$ cat config.mk
export PLATFORM = sky130hd
export DESIGN_NAME = svc_soc_io_uart_rx
export DESIGN_NICKNAME = d
export VERILOG_FILES = /design/src/rtl/svc_soc_io_uart_rx.sv
export SDC_FILE = /design/constraint.sdc
export NUM_CORES = 1
export LEC_CHECK = 0
export BUFFER_PORTS_ARGS = -buffer_cell sky130_fd_sc_hd__buf_2
export CAP_MARGIN = 20
export CORE_MARGIN = 2
export CORE_UTILIZATION = 30
export CTS_BUF_LIST = sky130_fd_sc_hd__clkbuf_8
export DETAILED_ROUTE_END_ITERATION = 10
export GPL_TIMING_DRIVEN = 0
export SLEW_MARGIN = 20
export SYNTH_ARGS = -nofsm -noshare
export SYNTH_HDL_FRONTEND = slang
export SYNTH_SLANG_ARGS = --single-unit
$ cat constraint.sdc
create_clock -name clk -period 8.9 [get_ports clk]
set_input_delay 1.335 -clock clk [delete_from_list [all_inputs] [get_ports clk]]
set_output_delay 1.335 -clock clk [all_outputs]
set_load 0.05 [all_outputs]
$ cat src/rtl/svc_soc_io_uart_rx.sv
// Memory-mapped 8N1 UART receiver: 2-flop synchronizer, bit-timing FSM, byte FIFO,
// and RX_DATA (pop) / RX_STATUS (W1C error flags) registers on the SoC I/O bus.
module svc_soc_io_uart_rx #(
    parameter int unsigned CLOCK_FREQ = 25_000_000,
    parameter int unsigned BAUD_RATE  = 115_200,
    parameter logic [31:0] BASE_ADDR  = 32'h8000_0010,
    parameter int unsigned FIFO_DEPTH = 8
) (
    input  logic        clk,
    input  logic        rst,
    input  logic        uart_rx,
    input  logic        io_ren,
    input  logic [31:0] io_raddr,
    output logic [31:0] io_rdata,
    input  logic        io_wen,
    input  logic [31:0] io_waddr,
    input  logic [31:0] io_wdata,
    input  logic [3:0]  io_wstrb,
    output logic        rx_not_empty
);

    localparam int unsigned CLKS_PER_BIT = CLOCK_FREQ / BAUD_RATE;
    localparam int unsigned CNT_W        = $clog2(CLKS_PER_BIT);
    localparam int unsigned AW           = $clog2(FIFO_DEPTH);
    localparam logic [31:0] STATUS_ADDR  = BASE_ADDR + 32'd4;
    localparam logic [CNT_W-1:0] CNT_LAST = CNT_W'(CLKS_PER_BIT - 1);
    localparam logic [CNT_W-1:0] CNT_HALF = CNT_W'(CLKS_PER_BIT / 2 - 1);
    localparam logic [CNT_W-1:0] CNT_ONE  = CNT_W'(1);
    localparam logic [AW:0]      PTR_ONE  = (AW+1)'(1);
    localparam logic [AW:0]      PTR_FULL = (AW+1)'(FIFO_DEPTH);

    typedef enum logic [2:0] {
        S_IDLE, S_START, S_DATA, S_STOP, S_BREAK
    } state_t;

    state_t          state, state_nxt;
    logic            rx_meta, rx_s;
    logic [CNT_W-1:0] clk_cnt;
    logic [2:0]      bit_idx;
    logic [7:0]      shreg;

    logic cnt_last, cnt_half;
    logic cnt_run, cnt_clr, shift_en, push_req, frame_set;

    logic [7:0]  mem [FIFO_DEPTH];
    logic [AW:0] wr_ptr, rd_ptr, wr_ptr_nxt, rd_ptr_nxt, count, count_nxt;
    logic        empty, full, push, pop, ovr_set;
    logic        frame_err, overrun;
    logic        rd_data_hit, rd_stat_hit, wr_stat, clr_ferr, clr_ovr;
    logic [7:0]  count8;
    logic [31:0] status_word, rdata_nxt;

    logic unused_bits;
    assign unused_bits = ^{io_wdata[31:3], io_wdata[0], io_wstrb[3:1]};

    // Synchronizer resets to the idle (mark) level so reset never looks like a start bit.
    always_ff @(posedge clk) begin
        if (rst) begin
            rx_meta <= 1'b1;
            rx_s    <= 1'b1;
        end else begin
            rx_meta <= uart_rx;
            rx_s    <= rx_meta;
        end
    end

    assign cnt_last = (clk_cnt == CNT_LAST);
    assign cnt_half = (clk_cnt == CNT_HALF);

    always_ff @(posedge clk) begin
        if (rst) state <= S_IDLE;
        else     state <= state_nxt;
    end

    always_comb begin
        state_nxt = state;
        case (state)
            S_IDLE:  if (!rx_s) state_nxt = S_START;
            S_START: if (cnt_half) state_nxt = rx_s ? S_IDLE : S_DATA;
            S_DATA:  if (cnt_last && bit_idx == 3'd7) state_nxt = S_STOP;
            S_STOP:  if (cnt_last) state_nxt = rx_s ? S_IDLE : S_BREAK;
            S_BREAK: if (rx_s) state_nxt = S_IDLE;
            default: state_nxt = S_IDLE;
        endcase
    end

    always_comb begin
        cnt_run   = (state == S_START) || (state == S_DATA) || (state == S_STOP);
        shift_en  = (state == S_DATA) && cnt_last;
        push_req  = (state == S_STOP) && cnt_last && rx_s;
        frame_set = (state == S_STOP) && cnt_last && !rx_s;
        cnt_clr   = (state_nxt != state) || shift_en;
    end

    // Datapath; the partial byte is simply abandoned on reset.
    always_ff @(posedge clk) begin
        if (rst) begin
            clk_cnt <= '0;
            bit_idx <= '0;
            shreg   <= '0;
        end else begin
            clk_cnt <= (cnt_clr || !cnt_run) ? '0 : clk_cnt + CNT_ONE;
            if (state == S_START) bit_idx <= '0;
            else if (shift_en)    bit_idx <= bit_idx + 3'd1;
            if (shift_en) shreg <= {rx_s, shreg[7:1]};
        end
    end

    assign count = wr_ptr - rd_ptr;
    assign empty = (count == '0);
    assign full  = (count == PTR_FULL);

    assign rd_data_hit = io_ren && (io_raddr == BASE_ADDR);
    assign rd_stat_hit = io_ren && (io_raddr == STATUS_ADDR);
    assign wr_stat     = io_wen && (io_waddr == STATUS_ADDR) && io_wstrb[0];
    assign clr_ferr    = wr_stat && io_wdata[1];
    assign clr_ovr     = wr_stat && io_wdata[2];

    // A pop in the same cycle frees the slot, so a push into a full FIFO still lands.
    assign pop     = rd_data_hit && !empty;
    assign push    = push_req && (!full || pop);
    assign ovr_set = push_req && full && !pop;

    assign wr_ptr_nxt = push ? wr_ptr + PTR_ONE : wr_ptr;
    assign rd_ptr_nxt = pop  ? rd_ptr + PTR_ONE : rd_ptr;
    assign count_nxt  = wr_ptr_nxt - rd_ptr_nxt;

    always_ff @(posedge clk) begin
        if (push) mem[wr_ptr[AW-1:0]] <= shreg;
    end

    assign count8      = 8'(count);
    assign status_word = {16'h0, count8, 5'b0, overrun, frame_err, !empty};

    always_comb begin
        rdata_nxt = '0;
        if (rd_data_hit) begin
            if (!empty) rdata_nxt = {23'b0, 1'b1, mem[rd_ptr[AW-1:0]]};
        end else if (rd_stat_hit) begin
            rdata_nxt = status_word;
        end
    end

    always_ff @(posedge clk) begin
        if (rst) begin
            wr_ptr       <= '0;
            rd_ptr       <= '0;
            rx_not_empty <= 1'b0;
            frame_err    <= 1'b0;
            overrun      <= 1'b0;
            io_rdata     <= '0;
        end else begin
            wr_ptr       <= wr_ptr_nxt;
            rd_ptr       <= rd_ptr_nxt;
            rx_not_empty <= (count_nxt != '0);
            io_rdata     <= rdata_nxt;
            if (frame_set)     frame_err <= 1'b1;
            else if (clr_ferr) frame_err <= 1'b0;
            if (ovr_set)       overrun <= 1'b1;
            else if (clr_ovr)  overrun <= 1'b0;
        end
    end

endmodule
; Yosys cells after proc, flatten, opt, wreduce, memory -nomap -nowiden
; Memories as Yosys holds them, arrays and structs flattened. A register that Yosys moved wholly into a read port is not among the register bits.
; Cells that the tools add are included.
; Widths: inputs -> output; s select.
[word_totals]
reg_bits = 67
latchBits = 0
mem_bits_rw = 64
romBits = 0
input_bits = 105
out_inout_bits = 33
word_cells = 83
n_memories = 1
[memory_table]
columns = memory, depth, width, rd, rd_ports_with_merged_regs, wr, line
row1 = mem, 8, 8, 1, 1, 1, 45  ; logic [7:0] mem [FIFO_DEPTH];
[classes]
add_sub_neg = 6
mul = 0
div = 0
order_cmp = 0
n_eq_ne = 12
shifts = 0
mux = 20
bitwise_logic = 0
n_reduce_logical = 32
[ops]
columns = op, n
row1 = $eq 32x32->1 const B, 3
row2 = $mux 32, 1
row3 = $mux 3, 7
row4 = $logic_and 1x1->1, 15
row5 = $pmux 3 s5, 1
row6 = $mux 12, 1
row7 = $mux 9, 1
row8 = $add 4x1->4 const B, 2
row9 = $add 8x1->8 const B, 1
row10 = $eq 8x7->1 const B, 1
row11 = $eq 8x8->1 const B, 1
row12 = $mux 4, 2
row13 = $sub 4x4->4, 2
row14 = $eq 3x2->1 const B, 2
row15 = $eq 3x3->1 const B, 2
row16 = $mux 1, 6
row17 = $logic_not 1->1, 5
row18 = $logic_or 1x1->1, 5
row19 = $eq 4x4->1 const B, 1
row20 = $logic_not 4->1, 1
row21 = $reduce_bool 2->1, 2
row22 = $reduce_bool 4->1, 1
row23 = $reduce_or 2->1, 2
row24 = $add 3x1->3 const B, 1
row25 = other kinds (4), 4

; Depth between registers and ports, before layout
[depth]
word_depth = 9
mapped_depth = 16

; Worst setup path before layout
; Ideal clock, no wire load.
[synth_timing]
path_type = register -> register
startpoint = register rd_ptr[1]
endpoint = register rx_not_empty
setup_time_ns = 0.132
arrival_time_ns = 3.925
path_slack_ns = 4.843
path_stages_with_launch = 17
cell_sequence = dfxtp_1 -> clkbuf_1 -> buf_1 -> inv_1 -> ha_1 -> and3b_1 -> o21ai_0 -> nand2_1 -> o31ai_2 -> mux2_4 -> ha_1 -> nor2b_1 -> o21a_1 -> or3_1 -> nand4_1 -> nor4b_1 -> a211oi_1
[synth_via]
elab_chain_len = 9
word_cells_on_any_way = 13
[synth_lines]
columns = item, line
row1 = from (decl), 46  ; logic [AW:0] wr_ptr, rd_ptr, wr_ptr_nxt, rd_ptr_nxt, count, count_nxt;
row2 = from (signal assigned), 154  ; rd_ptr <= rd_ptr_nxt;
row3 = $sub 4x4->4 (*), 109  ; assign count = wr_ptr - rd_ptr;
row4 = $logic_not 4->1, 110  ; assign empty = (count == '0);
row5 = $logic_not 1->1, -
row6 = $logic_and 1x1->1, 120  ; assign pop = rd_data_hit && !empty;
row7 = $logic_or 1x1->1 (*), 121  ; assign push = push_req && (!full || pop);
row8 = $logic_and 1x1->1 (*), 121
row9 = $mux 4 (*), 124  ; assign wr_ptr_nxt = push ? wr_ptr + PTR_ONE : wr_ptr;
row10 = net wr_ptr_nxt[1], 46
row11 = $sub 4x4->4 (*), 126  ; assign count_nxt = wr_ptr_nxt - rd_ptr_nxt;
row12 = $reduce_bool 4->1 (*), 155  ; rx_not_empty <= (count_nxt != '0);
row13 = to (signal assigned), 155
row14 = to (decl), 19  ; output logic rx_not_empty
; The timed path passes the listed nets; every way through them passes the cells marked *.
; A chain may end at the register's enable or synchronous reset.

; Worst setup path after layout
; Same ends and word-level chain as after synthesis.

==> results_dict.tcl <==
set metrics [dict create \
    status "finished, final reports clean" \
    grt_first_pass_wirelength_mm 16.5 \
    grt_overflow_total 0 \
    tightest_slew_ns 0.981 \
    dp.cells 702 \
    area_growth_pct 22.2 \
    die_w_um 131 \
    antenna_found_initial 0 \
    synthCells 379 \
    cts_tree "built" \
    first_iter_violations 193 \
    period_share_pct 55.8 \
    start_kind "flip-flop" \
    post-cts-setup-buffer-count 0 \
    num_io_pins 138 \
    finalSetupViolCount 0 \
    relSlewSlack_pct 34.4 \
    cts-root-buf "clkbuf_8" \
    crit_buf_inv 3 \
    p_per_area_nw_per_um2 161 \
    cts_buffers 9 \
    cpLargestDelayFamily "simple AND/OR/NAND/NOR gates" \
    post_cts_resized 0 \
    critPathCaptureType "flip-flop" \
    drc 0 \
    dp.final_hpwl_mm 7.58 \
    die_h_um 131 \
    cpPeakStageDelay_ns 0.61 \
    cts_hold_buffers 0 \
    port_buffers 84 \
    yosys_most_used_dff "edfxtp_1" \
    ys_ff_latch 111 \
    final-instance-count-excl-fill 718 \
    timing.final.ws_setup_ns 3.93 \
    cts.sink_count 111 \
    grt_max_degree 20 \
    syn_area_per_cell_um2 12.8 \
    ys.warnings.count 0 \
    drv_slew 0 \
    rows 46 \
    leakagePower_nw 2.19 \
    crit_required_ns 9.14 \
    slowest_stage "o31ai_2" \
    first_pass_iters 4 \
    drt_wl_total_mm 10.4 \
    synthesis.area_um2 4830 \
    grt_pass1_vias 3283 \
    multi_input_area_um2 1830 \
    synth-edff-count 64 \
    synthArstFlopShare_pct 0 \
    num_antenna_cells 0 \
    drive_gt1_share_pct 31.7 \
    vias_per_cell 4.55 \
    tns_ns 0 \
    ir_drop_mv 0.0766 \
    fill_cells 1524 \
    grt_usage_pct 12.6 \
    yosysSeqAreaShare_pct 59.2 \
    place_ws_ns 3.93 \
    clk_path_buf_depth 2 \
    regArea_um2 2860 \
    yosysUniqueCellTypes 50 \
    cp.arrival_ns 5.21 \
    hold_path.class "reg2reg" \
    wl_per_cell_um 14.5 \
    dieArea_um2 17100 \
    finalNetCount 615 \
    period_minus_slack_ns 4.97 \
    cap_violations 0 \
    hold_ws_ns 0.417 \
    num_vias 3268 \
    ant_nets 0 \
    criticalPathCategory "reg2reg" \
    final_common_cell "buf_2" \
    cp_max_fo 10 \
    fin_skew_ns 0.0141 \
    max_freq_mhz 201 \
    clk_latency_ns 0.37 \
    h-tree-depth 3 \
    initial_core_util_pct 30.5 \
    hold_viol 0 \
    rsz0062_at_grt "no" \
    layout_common_cells "buf_2, edfxtp_1, dfxtp_1" \
    cpMostUsedCell "ha_1" \
    crit_chain "clkbuf_1, buf_1, inv_1, ha_1, and3b_1, o21ai_0, nand2_1, o31ai_2, mux2_4, ha_1, nor2b_1, o21a_1, or3_1, nand4_1, nor4b_1, a211oi_1" \
    core-area_um2 15800 \
    gp_congestion 0.772 \
    path_clk_slew_ns 0.11 \
]
-- kinds of logic after synthesis --
kind of cell    synth area share [%]
flops                           59.2
buf+inv                         5.18
fa+ha+maj                       3.52
simple gates                    14.8
xor+xnor                        2.90
mux                             10.5
compound gates                  3.86
other cells                   0.0776
-- flip-flops by register name (all words and copies together), names as in the netlist --
register and flops:
bit_idx 3, clk_cnt 8, frame_err 1, io_rdata 12, mem 64, overrun 1
rd_ptr 4, rx_meta 1, rx_not_empty 1, rx_s 1, shreg 8, state 3
wr_ptr 4
-- cell usage after synthesis (2+ instances only) --
| cell type | n | share of area, % |
|---|---|---|
| a211oi_1 | 2 | 0.31 |
| a21o_1 | 2 | 0.31 |
| a21oi_1 | 8 | 0.83 |
| a22oi_1 | 2 | 0.31 |
| and2_1 | 3 | 0.39 |
| and3_1 | 2 | 0.26 |
| buf_2 | 2 | 0.21 |
| buf_4 | 21 | 3.3 |
| clkbuf_1 | 9 | 0.70 |
| clkinv_1 | 2 | 0.16 |
| dfxtp_1 | 47 | 19 |
| edfxtp_1 | 64 | 40 |
| ha_1 | 12 | 3.1 |
| inv_1 | 8 | 0.62 |
| inv_2 | 2 | 0.16 |
| mux2i_1 | 13 | 2.7 |
| mux4_2 | 16 | 7.5 |
| nand2_1 | 28 | 2.2 |
| nand2b_1 | 4 | 0.52 |
| nand3_1 | 9 | 0.93 |
| nand3b_1 | 2 | 0.31 |
| nand4_1 | 5 | 0.65 |
| nor2_1 | 37 | 2.9 |
| nor3_1 | 7 | 0.72 |
| nor3b_1 | 2 | 0.31 |
| nor4_1 | 17 | 2.2 |
| nor4b_1 | 4 | 0.72 |
| nor4bb_1 | 2 | 0.41 |
| o21ai_0 | 8 | 0.83 |
| o311ai_1 | 2 | 0.36 |
| or2_2 | 2 | 0.26 |
| or3_1 | 2 | 0.26 |
| or4_1 | 2 | 0.31 |
| xnor2_1 | 14 | 2.5 |
| xor2_1 | 2 | 0.36 |
-- final cells by class --
cell class	count	area share (%)
tap	216	4.57
timing repair buffer	88	7.58
clock buffer	9	2.10
multi-input combinational	242	30.9
sequential	111	48.4
buffer	33	3.47
clock inverter	7	2.16
inverter	12	0.762
-- worst paths after layout --
path | startpoint | endpoint | slack, ns | cells after the start
max | rd_ptr[1] | rx_not_empty | 3.93 | 16
min | rx_meta | rx_s | 0.42 | 1
max reg2reg | rd_ptr[1] | rx_not_empty | 3.93 | 16
min reg2reg | rx_meta | rx_s | 0.42 | 1
-- worst reg2reg max path, cell delays in order, from the launching register on --
cell and delay (ns):
dfxtp_1 0.35, clkbuf_1 0.46, buf_1 0.58, inv_1 0.17, ha_1 0.31, and3b_1 0.19
o21ai_0 0.22, nand2_1 0.18, o31ai_2 0.61, mux2_4 0.37, ha_1 0.29, nor2b_1 0.14
o21a_1 0.18, or3_1 0.34, nand4_1 0.13, nor4b_1 0.25, a211oi_1 0.08
-- per-stage QoR --
step | cell area (um^2) | power (mW) | util, %
after global routing | 5910 | 0.986 | 37.3
after detailed placement | 5660 | 0.599 | 35.7
after global placement | 5600 | 0.598 | 35.4
after floorplan | 4910 | 0.581 | -
final | 5910 | 0.952 | 37.3
after CTS | 5910 | 0.962 | 37.3
-- power breakdown --
part | switching, mW | internal [mW]
registers | 0.000615 | 0.537
clock network | 0.173 | 0.191
logic | 0.0302 | 0.0198
-- routing by layer --
layer	global-route usage (%)	share of wire, %	vias up
met4	2.82	0.70	0
met2	21.3	49	69
li1	-	-	1595
met1	16.3	46	1595
met5	0	0	-
met3	3.38	3.7	9
Note: power is estimated with default switching activity, not from simulation.
